### src/rtl/aer_event_receiver_if.sv
// aer_event_receiver_if: AER input link, downstream handshake and statistics signals
interface aer_event_receiver_if #(
  parameter int ROW_ADD    = 6,
  parameter int COL_ADD    = 6,
  parameter int SIZE       = 16,
  parameter int WIDTH      = ROW_ADD + COL_ADD + SIZE + 1,
  parameter int FIFO_DEPTH = 8,
  parameter int CNT_W      = 16
);
  logic                          event_valid_i;
  logic [WIDTH-1:0]              data_in_i;
  logic                          evt_ready_i;
  logic                          stat_clr_i;
  logic                          evt_valid_o;
  logic [ROW_ADD-1:0]            x_add_o;
  logic [COL_ADD-1:0]            y_add_o;
  logic [SIZE-1:0]               timestamp_o;
  logic                          polarity_o;
  logic [$clog2(FIFO_DEPTH):0]   fifo_count_o;
  logic                          overflow_o;
  logic [CNT_W-1:0]              drop_count_o;
  modport slave (
    input  event_valid_i, data_in_i, evt_ready_i, stat_clr_i,
    output evt_valid_o, x_add_o, y_add_o, timestamp_o, polarity_o,
           fifo_count_o, overflow_o, drop_count_o
  );
  modport master (
    output event_valid_i, data_in_i, evt_ready_i, stat_clr_i,
    input  evt_valid_o, x_add_o, y_add_o, timestamp_o, polarity_o,
           fifo_count_o, overflow_o, drop_count_o
  );
endinterface

### src/rtl/aer_event_receiver.sv
// aer_event_receiver: dedups AER event runs, buffers them in a FWFT FIFO, counts overflow drops
module aer_event_receiver #(
  parameter int ROW_ADD    = 6,
  parameter int COL_ADD    = 6,
  parameter int SIZE       = 16,
  parameter int WIDTH      = ROW_ADD + COL_ADD + SIZE + 1,
  parameter int FIFO_DEPTH = 8,
  parameter int CNT_W      = 16
) (
  input logic clk_i,
  input logic reset_i,
  aer_event_receiver_if.slave bus
);
  localparam int KW = ROW_ADD + COL_ADD + 1;
  localparam int AW = $clog2(FIFO_DEPTH);
  localparam int CW = AW + 1;
  if (WIDTH != ROW_ADD + COL_ADD + SIZE + 1) begin : g_bad_width
    $error("WIDTH must equal ROW_ADD+COL_ADD+SIZE+1");
  end
  typedef enum logic {IDLE, RUN} state_t;
  state_t            state_q, state_d;
  logic [KW-1:0]     key, last_key_q, last_key_d;
  logic [WIDTH-1:0]  in_q, in_d, head_q, head_d;
  logic              in_vld_q, in_vld_d;
  logic [WIDTH-1:0]  mem_q [FIFO_DEPTH];
  logic [AW-1:0]     wr_q, wr_d, rd_q, rd_d;
  logic [CW-1:0]     cnt_q, cnt_d;
  logic              ovf_q, ovf_d;
  logic [CNT_W-1:0]  drop_q, drop_d;
  logic              accept, pop, push, drop, full;
  // timestamp is excluded from the key: it advances while the upstream word is held
  assign key = {bus.data_in_i[WIDTH-1 -: ROW_ADD+COL_ADD], bus.data_in_i[0]};
  always_comb begin
    accept     = bus.event_valid_i && (state_q == IDLE || key != last_key_q);
    state_d    = bus.event_valid_i ? RUN : IDLE;
    last_key_d = accept ? key : last_key_q;
    in_d       = accept ? bus.data_in_i : in_q;
    in_vld_d   = accept;
    pop        = cnt_q != '0 && bus.evt_ready_i;
    full       = cnt_q == CW'(FIFO_DEPTH);
    push       = in_vld_q && (!full || pop);
    drop       = in_vld_q && full && !pop;
    wr_d       = push ? wr_q + 1'b1 : wr_q;
    rd_d       = pop ? rd_q + 1'b1 : rd_q;
    cnt_d      = cnt_q + CW'(push) - CW'(pop);
    // head bypasses the array when the incoming word becomes the only entry
    head_d     = (pop && cnt_q > CW'(1)) ? mem_q[rd_q + 1'b1] :
                 (push && cnt_q == CW'(pop)) ? in_q : head_q;
    ovf_d      = drop || (ovf_q && !bus.stat_clr_i);
    drop_d     = bus.stat_clr_i ? CNT_W'(drop) :
                 (drop && drop_q != '1) ? drop_q + 1'b1 : drop_q;
  end
  always_ff @(posedge clk_i) begin
    if (reset_i) begin
      state_q    <= IDLE;
      last_key_q <= '0;
      in_q       <= '0;
      in_vld_q   <= 1'b0;
      head_q     <= '0;
      wr_q       <= '0;
      rd_q       <= '0;
      cnt_q      <= '0;
      ovf_q      <= 1'b0;
      drop_q     <= '0;
    end else begin
      state_q    <= state_d;
      last_key_q <= last_key_d;
      in_q       <= in_d;
      in_vld_q   <= in_vld_d;
      head_q     <= head_d;
      wr_q       <= wr_d;
      rd_q       <= rd_d;
      cnt_q      <= cnt_d;
      ovf_q      <= ovf_d;
      drop_q     <= drop_d;
    end
  end
  always_ff @(posedge clk_i) begin
    if (push) mem_q[wr_q] <= in_q;
  end
  assign bus.evt_valid_o  = cnt_q != '0;
  assign bus.x_add_o      = head_q[WIDTH-1 -: ROW_ADD];
  assign bus.y_add_o      = head_q[WIDTH-1-ROW_ADD -: COL_ADD];
  assign bus.timestamp_o  = head_q[SIZE:1];
  assign bus.polarity_o   = head_q[0];
  assign bus.fifo_count_o = cnt_q;
  assign bus.overflow_o   = ovf_q;
  assign bus.drop_count_o = drop_q;
endmodule

### src/flat_wrapper.sv
// flat-port wrapper written by rule: the top's interface ports become plain ports
module aer_event_receiver_flat 
#(
  parameter int ROW_ADD    = 6,
  parameter int COL_ADD    = 6,
  parameter int SIZE       = 16,
  parameter int WIDTH      = ROW_ADD + COL_ADD + SIZE + 1,
  parameter int FIFO_DEPTH = 8,
  parameter int CNT_W      = 16
)
  (clk_i, reset_i, bus_event_valid_i, bus_data_in_i, bus_evt_ready_i, bus_stat_clr_i, bus_evt_valid_o, bus_x_add_o, bus_y_add_o, bus_timestamp_o, bus_polarity_o, bus_fifo_count_o, bus_overflow_o, bus_drop_count_o);
  aer_event_receiver_if #(.ROW_ADD(ROW_ADD), .COL_ADD(COL_ADD), .SIZE(SIZE), .WIDTH(WIDTH), .FIFO_DEPTH(FIFO_DEPTH), .CNT_W(CNT_W)) bus_i ();
  input logic clk_i;
  input logic reset_i;
  input wire logic [$bits(bus_i.event_valid_i)-1:0] bus_event_valid_i;
  input wire logic [$bits(bus_i.data_in_i)-1:0] bus_data_in_i;
  input wire logic [$bits(bus_i.evt_ready_i)-1:0] bus_evt_ready_i;
  input wire logic [$bits(bus_i.stat_clr_i)-1:0] bus_stat_clr_i;
  output wire logic [$bits(bus_i.evt_valid_o)-1:0] bus_evt_valid_o;
  output wire logic [$bits(bus_i.x_add_o)-1:0] bus_x_add_o;
  output wire logic [$bits(bus_i.y_add_o)-1:0] bus_y_add_o;
  output wire logic [$bits(bus_i.timestamp_o)-1:0] bus_timestamp_o;
  output wire logic [$bits(bus_i.polarity_o)-1:0] bus_polarity_o;
  output wire logic [$bits(bus_i.fifo_count_o)-1:0] bus_fifo_count_o;
  output wire logic [$bits(bus_i.overflow_o)-1:0] bus_overflow_o;
  output wire logic [$bits(bus_i.drop_count_o)-1:0] bus_drop_count_o;
  assign bus_i.event_valid_i = bus_event_valid_i;
  assign bus_i.data_in_i = bus_data_in_i;
  assign bus_i.evt_ready_i = bus_evt_ready_i;
  assign bus_i.stat_clr_i = bus_stat_clr_i;
  assign bus_evt_valid_o = bus_i.evt_valid_o;
  assign bus_x_add_o = bus_i.x_add_o;
  assign bus_y_add_o = bus_i.y_add_o;
  assign bus_timestamp_o = bus_i.timestamp_o;
  assign bus_polarity_o = bus_i.polarity_o;
  assign bus_fifo_count_o = bus_i.fifo_count_o;
  assign bus_overflow_o = bus_i.overflow_o;
  assign bus_drop_count_o = bus_i.drop_count_o;
  aer_event_receiver #(.ROW_ADD(ROW_ADD), .COL_ADD(COL_ADD), .SIZE(SIZE), .WIDTH(WIDTH), .FIFO_DEPTH(FIFO_DEPTH), .CNT_W(CNT_W)) u_core (.clk_i(clk_i), .reset_i(reset_i), .bus(bus_i));
endmodule
### config.mk
export PLATFORM = sky130hd
export DESIGN_NAME = aer_event_receiver_flat
export DESIGN_NICKNAME = d
export VERILOG_FILES = /design/src/rtl/aer_event_receiver_if.sv /design/src/rtl/aer_event_receiver.sv /design/src/flat_wrapper.sv
export SDC_FILE = /design/constraint.sdc
export NUM_CORES = 1
export LEC_CHECK = 0
export ABC_AREA = 1
export CAP_MARGIN = 10
export CORE_MARGIN = 3
export CORE_UTILIZATION = 50
export CTS_CLUSTER_SIZE = 40
export DETAILED_ROUTE_END_ITERATION = 12
export GPL_TIMING_DRIVEN = 0
export PLACE_DENSITY_LB_ADDON = 0.1
export SLEW_MARGIN = 25
export SYNTH_ARGS = -nofsm -noshare
export SYNTH_HDL_FRONTEND = slang
export SYNTH_SLANG_ARGS = --single-unit
### constraint.sdc
create_clock -name clk_i -period 3.2 [get_ports clk_i]
set_input_delay 0.8 -clock clk_i [delete_from_list [all_inputs] [get_ports clk_i]]
set_output_delay 0.8 -clock clk_i [all_outputs]
set_load 0.01 [all_outputs]
==> impl_metrics.toml, run 1 <==
[run_status]
status = "completed"

[final_layout]
layout.nets = 1609
antenna_cells = 0
fin_area_um2 = 16300
stdcell_count = 1926
drive_above_1_share_pct = 8.67
final_cell_mix = "nor2_1 (416), edfxtp_1 (232), nand2_1 (227), o21ai_0 (103), dfxtp_1 (87)"
layout_commonest_cell = "nor2_1"
fillers = 2204
area_growth_pct = 19.9

[timing]
timing.final.crit_period_ns = 2.62
setup_violations = 0
final.setup_skew_ns = 0.00881
slew_headroom_pct = 47.3
grt_setup_unrepaired = "false"
holdWs_ns = 0.458
fmax_mhz = 381
worst_pin_slew_ns = 0.790
maxSlewViolCount = 0
final-hold-violation-count = 0
fin_crit_sh_pct = 82.0

[worst_setup_path]
required_ns = 3.42
cp_data_arrival_time_ns = 2.84
worst_setup_path_start_kind = "input pin"
path_max_fanout = 11
critical_path_class = "in -> reg"
endpoint_kind = "flip-flop"

[synthesis]
synth_edf_count = 232
synth_seq_area_share_pct = 64.0
synth_cells = 1437
synthFlopType = "edfxtp_1"
syn_nets = 1481
yosys.area.top_type_share_pct = 51.2
synthDistinctLibCells = 32
synthTopCellsByArea = "edfxtp_1 (51%), dfxtp_1 (13%), nor2_1 (12%)"
async_reset_ff_share_pct = 0
yosysWarnings = 0
syn_area_um2 = 13600
synth_top_area_cell = "edfxtp_1"
postSynthRegisterBits = 319
synth_area_per_cell_um2 = 9.47

[clock_tree]
cts.root.buffer_cell = "clkbuf_16"
cts.clk_slew.worst_paths_ns = 0.06
ctsHoldBuffers = 0
numCtsBuffers = 35
insertion_delay_ns = 0.52
cts.sinks = 319
tritoncts = "done"
ctsResizeCount = 0
cts_buffer_depth = 3
cts_max_level = 2
cts_setup_buffers = 0

[power_and_ir_drop]
ir_drop_uv = 523
leakagePower_nw = 6.31
power_density_nw_per_um2 = 806

[job]
max_cap_viol_count = 0

[drt]
drc = 0
antenna_left = 0
vias_per_cell = 5.26
via_count = 10100
drt_iter0_markers = 822
wl_per_cell_um = 18.5
routed_wl_mm = 35.6
dr.pass1.iters = 7

[placement]
dp.cells = 1863
dp_hpwl_mm = 23.3
placed_area_um2 = 15100
gp_congestion = 0.867
portBuffers = 82

[die]
coreArea_um2 = 26400
start_util_pct = 51.5
fp.dieH_um = 171
die_w_um = 171
ioPinCount = 85
die_area_um2 = 29200
num_rows = 59

[grt]
grt-ovfl-total = 0
grt_use_total_pct = 24.8
antenna_found_initial = 1
first_global_vias = 9816
grt_max_degree = 20
grt_pass1_wl_mm = 55.3

[min_path]
min_path_type = "reg -> reg"
==> per-layer routing <==
layer	GRT usage, %	part of all wire, %
met1	33.2	43
met2	41.5	48
met3	5.20	7.0
met4	6.93	2.5
met5	0	0.020
==> per-stage QoR <==
| step | utilization, % | setup TNS, ns | worst slack [ns] | power [mW] |
|---|---|---|---|---|
| after detailed placement | 57.3 | 0 | 0.0474 | 9.11 |
| after global routing | 61.8 | 0 | 0.407 | 13.9 |
| final | 61.8 | 0 | 0.577 | 13.2 |
| after CTS | 61.8 | 0 | 0.586 | 13.2 |
| after global placement | 56.2 | -342.76 | -1.65 | 9.02 |
| after floorplan | - | 0 | 0.331 | 7.57 |
==> cell families after synthesis <==
family / share of synthesized area (%)
xor+xnor: 0.699
buf+inv: 4.94
simple gates: 21.9
mux: 0.147
compound gates: 7.35
fa+ha+maj: 0.974
flops: 64.0
==> synthesized netlist by cell type (3+ instances only) <==
cell type  instances
xnor2_1            3
xor2_1             6
inv_1             64
nand2_1          227
nor2_1           424
buf_2             26
o21ai_0          103
a21oi_1           46
buf_4             10
buf_6              5
nand2_2           12
o21ai_1           51
ha_1               9
buf_1              4
dfxtp_1           87
edfxtp_1         232
inv_2              5
nand3_1           70
clkbuf_1          31
nand3_2            3
==> worst paths after layout <==
path | startpoint | endpoint | depth (start not counted) | slack (ns)
setup / recovery | bus_evt_ready_i | u_core.mem_q[0][13]$_DFFE_PP_ | 9 | 0.58
hold / removal | u_core.bus.overflow_o$_SDFF_PP0_ | u_core.bus.overflow_o$_SDFF_PP0_ | 2 | 0.46
setup reg to reg | u_core.bus.fifo_count_o[2]$_SDFF_PP0_ | u_core.mem_q[0][13]$_DFFE_PP_ | 11 | 0.70
hold reg to reg | u_core.bus.overflow_o$_SDFF_PP0_ | u_core.bus.overflow_o$_SDFF_PP0_ | 2 | 0.46
==> worst max-delay path, stage by stage <==
cell             delay, ns
clkdlybuf4s50_1       0.53
nand2_4               0.09
nand3_2               0.07
nand2_1               0.15
inv_2                 0.11
nand2_1               0.24
nor2_4                0.45
buf_16                0.20
buf_8                 0.17
==> state kept, by name (all words and copies together), names as in the netlist <==
register	count
u_core.mem_q	232
u_core.head_q	29
u_core.in_q	29
u_core.bus.drop_count_o	16
u_core.bus.fifo_count_o	4
u_core.rd_q	3
u_core.wr_q	3
u_core.bus.overflow_o	1
u_core.in_vld_q	1
u_core.state_q	1
==> where the power goes <==
part / internal, mW / switching, mW / total [mW]
registers: 4.74 / 0.197 / 4.94
logic: 1.47 / 2.64 / 4.11
clock network: 2.52 / 1.59 / 4.11
total: 8.73 / 4.43 / 13.2
==> final cells by class <==
type	instances	area, um^2	share of cell area [%]
Inverter	73	279	1.71
Sequential cell	319	8710	53.3
Clock buffer	47	1000	6.15
Multi-Input combinational cell	969	4290	26.3
Timing Repair Buffer	91	1050	6.42
Tap cell	335	419	2.57
Clock inverter	16	178	1.09
Buffer	76	393	2.41
No activity file was read; power rests on OpenSTA's default activity.
==> inputs of run 2 (changes only) <==
Clock period 3.2 ns to 2.14 ns, I/O delays scaled along.
==> run 2 against run 1 <==
  * Cell area rose by 1.5%
  * Highest routed layer is now met4
  * Critical path depth fell by 8
  * Global-route usage fell by 0.57 points
==> impl_metrics.toml, run 2 (synthesis results as in run 1) <==
[die]
die_area_um2 = 29200
coreArea_um2 = 26400
num_rows = 59
fp.dieH_um = 171
ioPinCount = 85
die_w_um = 171
start_util_pct = 51.5

[power_and_ir_drop]
fin_total_pwr_mw = 19.5
ir_drop_uv = 608
leakagePower_nw = 6.41
power_density_nw_per_um2 = 1170

[timing]
final.setup_skew_ns = 0.0184
maxSlewViolCount = 0
fmax_mhz = 484
slew_headroom_pct = 51.0
fin_crit_sh_pct = 96.6
grt_setup_unrepaired = "false"
timing.final.crit_period_ns = 2.07
holdWs_ns = 0.355
final-hold-violation-count = 0
worst_pin_slew_ns = 0.735
setup_violations = 0
setup_ws_ns = 0.0727
setup_tns_ns = 0

[clock_tree]
cts.root.buffer_cell = "clkbuf_16"
ctsHoldBuffers = 0
insertion_delay_ns = 0.51
numCtsBuffers = 34
cts.sinks = 319
tritoncts = "done"
cts.clk_slew.worst_paths_ns = 0.06
cts_max_level = 2
cts_buffer_depth = 3

[final_layout]
largest_reg_flops = 232
area_growth_pct = 21.7
final_cell_mix = "nor2_1 (410), edfxtp_1 (232), nand2_1 (226), o21ai_0 (103), dfxtp_1 (83)"
reg_top3 = "u_core.mem_q x232, u_core.head_q x29, u_core.in_q x29"
antenna_cells = 0
layout_commonest_cell = "nor2_1"
top_register = "u_core.mem_q"
final_util_pct = 62.7
layout.nets = 1627
drive_above_1_share_pct = 10.9

[grt]
grt-ovfl-total = 0
grt_use_total_pct = 24.3
antenna_found_initial = 0
first_global_vias = 9535
grt_pass1_wl_mm = 54.0
grt_max_degree = 22

[drt]
wl_per_cell_um = 18.4
vias_per_cell = 5.28
dr_wl_met3_mm = 2.65
m1WireLength_mm = 15.2
drt_iter0_markers = 1040
met2WireLength_mm = 16.8
highest_layer = "met4"
routed_wl_mm = 35.8
dr.pass1.iters = 5
drc = 0
via_count = 10300
antenna_left = 0

[worst_setup_path]
path_buf_inv = 1
critPathTopFamily = "buffers and inverters"
slowest_delay_ns = 0.59
r2r_cells = 15
reg2reg_slack_ns = 0.11
path_cells = "clkdlybuf4s50_1"
critical_path_class = "reg -> out"
endpoint = "bus_drop_count_o[11]"
worst_setup_path_start_kind = "flip-flop"
cp_data_arrival_time_ns = 1.53
crit_slowest_cell = "clkdlybuf4s50_1"
r2r-end = "u_core.head_q[8]$_SDFFE_PP0P_"
endpoint_kind = "output pin"
crit-reg2reg-launch = "u_core.bus.fifo_count_o[2]$_SDFF_PP0_"
required_ns = 1.60
crit_cells = 1
crit_path_start = "u_core.bus.drop_count_o[11]$_SDFFE_PP0P_"
path_max_fanout = 6

[run_status]
status = "completed"

[placement]
portBuffers = 82
gp_congestion = 0.844
place_ws_ns = -0.831
dp_hpwl_mm = 22.8

[job]
max_cap_viol_count = 0

[min_path]
min_path_type = "in -> reg"
## run 2: worst min path at each step
stage | start | to | slack [ns] | cells after the start
after floorplan | u_core.wr_q[0]$_SDFFE_PP0P_ | u_core.wr_q[0]$_SDFFE_PP0P_ | 0.46 | 2
after global placement | u_core.bus.overflow_o$_SDFF_PP0_ | u_core.bus.overflow_o$_SDFF_PP0_ | 0.44 | 2
after detailed placement | u_core.bus.overflow_o$_SDFF_PP0_ | u_core.bus.overflow_o$_SDFF_PP0_ | 0.44 | 2
after global routing | reset_i | u_core.bus.fifo_count_o[0]$_SDFF_PP0_ | 0.35 | 2
final | reset_i | u_core.in_q[18]$_SDFFE_PP0P_ | 0.35 | 2
after CTS | reset_i | u_core.bus.fifo_count_o[1]$_SDFF_PP0_ | 0.35 | 2
## run 2: layout make-up
class | instances | area, um^2
fill | 2130 | 9860
sequential | 319 | 8710
multi-input combinational | 970 | 4350
timing repair buffer | 110 | 1280
clock buffer | 48 | 945
buffer | 75 | 460
tap | 335 | 419
inverter | 73 | 287
clock inverter | 14 | 110
## run 2: per-stage QoR
stage	instance area, um^2	std cells
2_1_floorplan	13600	1437
3_5_place_dp	15100	1862
6_report	16600	1944
4_1_cts	16500	1942
5_1_grt	16600	1944
3_3_place_gp	14900	1854
## run 2: layer usage
layer,vias to the layer above,track usage (%)
li1,5038,-
met4,0,7.94
met1,4795,32.7
met5,-,0
met2,355,39.7
met3,76,4.97
## run 2: where the power goes
group	switching, mW	internal, mW
clock	2.36	3.22
combinational	4.02	2.45
sequential	0.321	7.09
## run 2: repair_timing
item	4_1_cts	5_1_grt
setup buffers	17	2
endpoints found under the setup margin	254	108
cloned	1	1
hold endpoints to repair	0	0
gates resized for setup	27	27
pin swaps	8	7
==> inputs of run 3 (changes only) <==
Settings changed: GPL_ROUTABILITY_DRIVEN from default to 1.
==> results of run 3 <==
No change in the layout: final DEF, timing and power equal those of run 2.
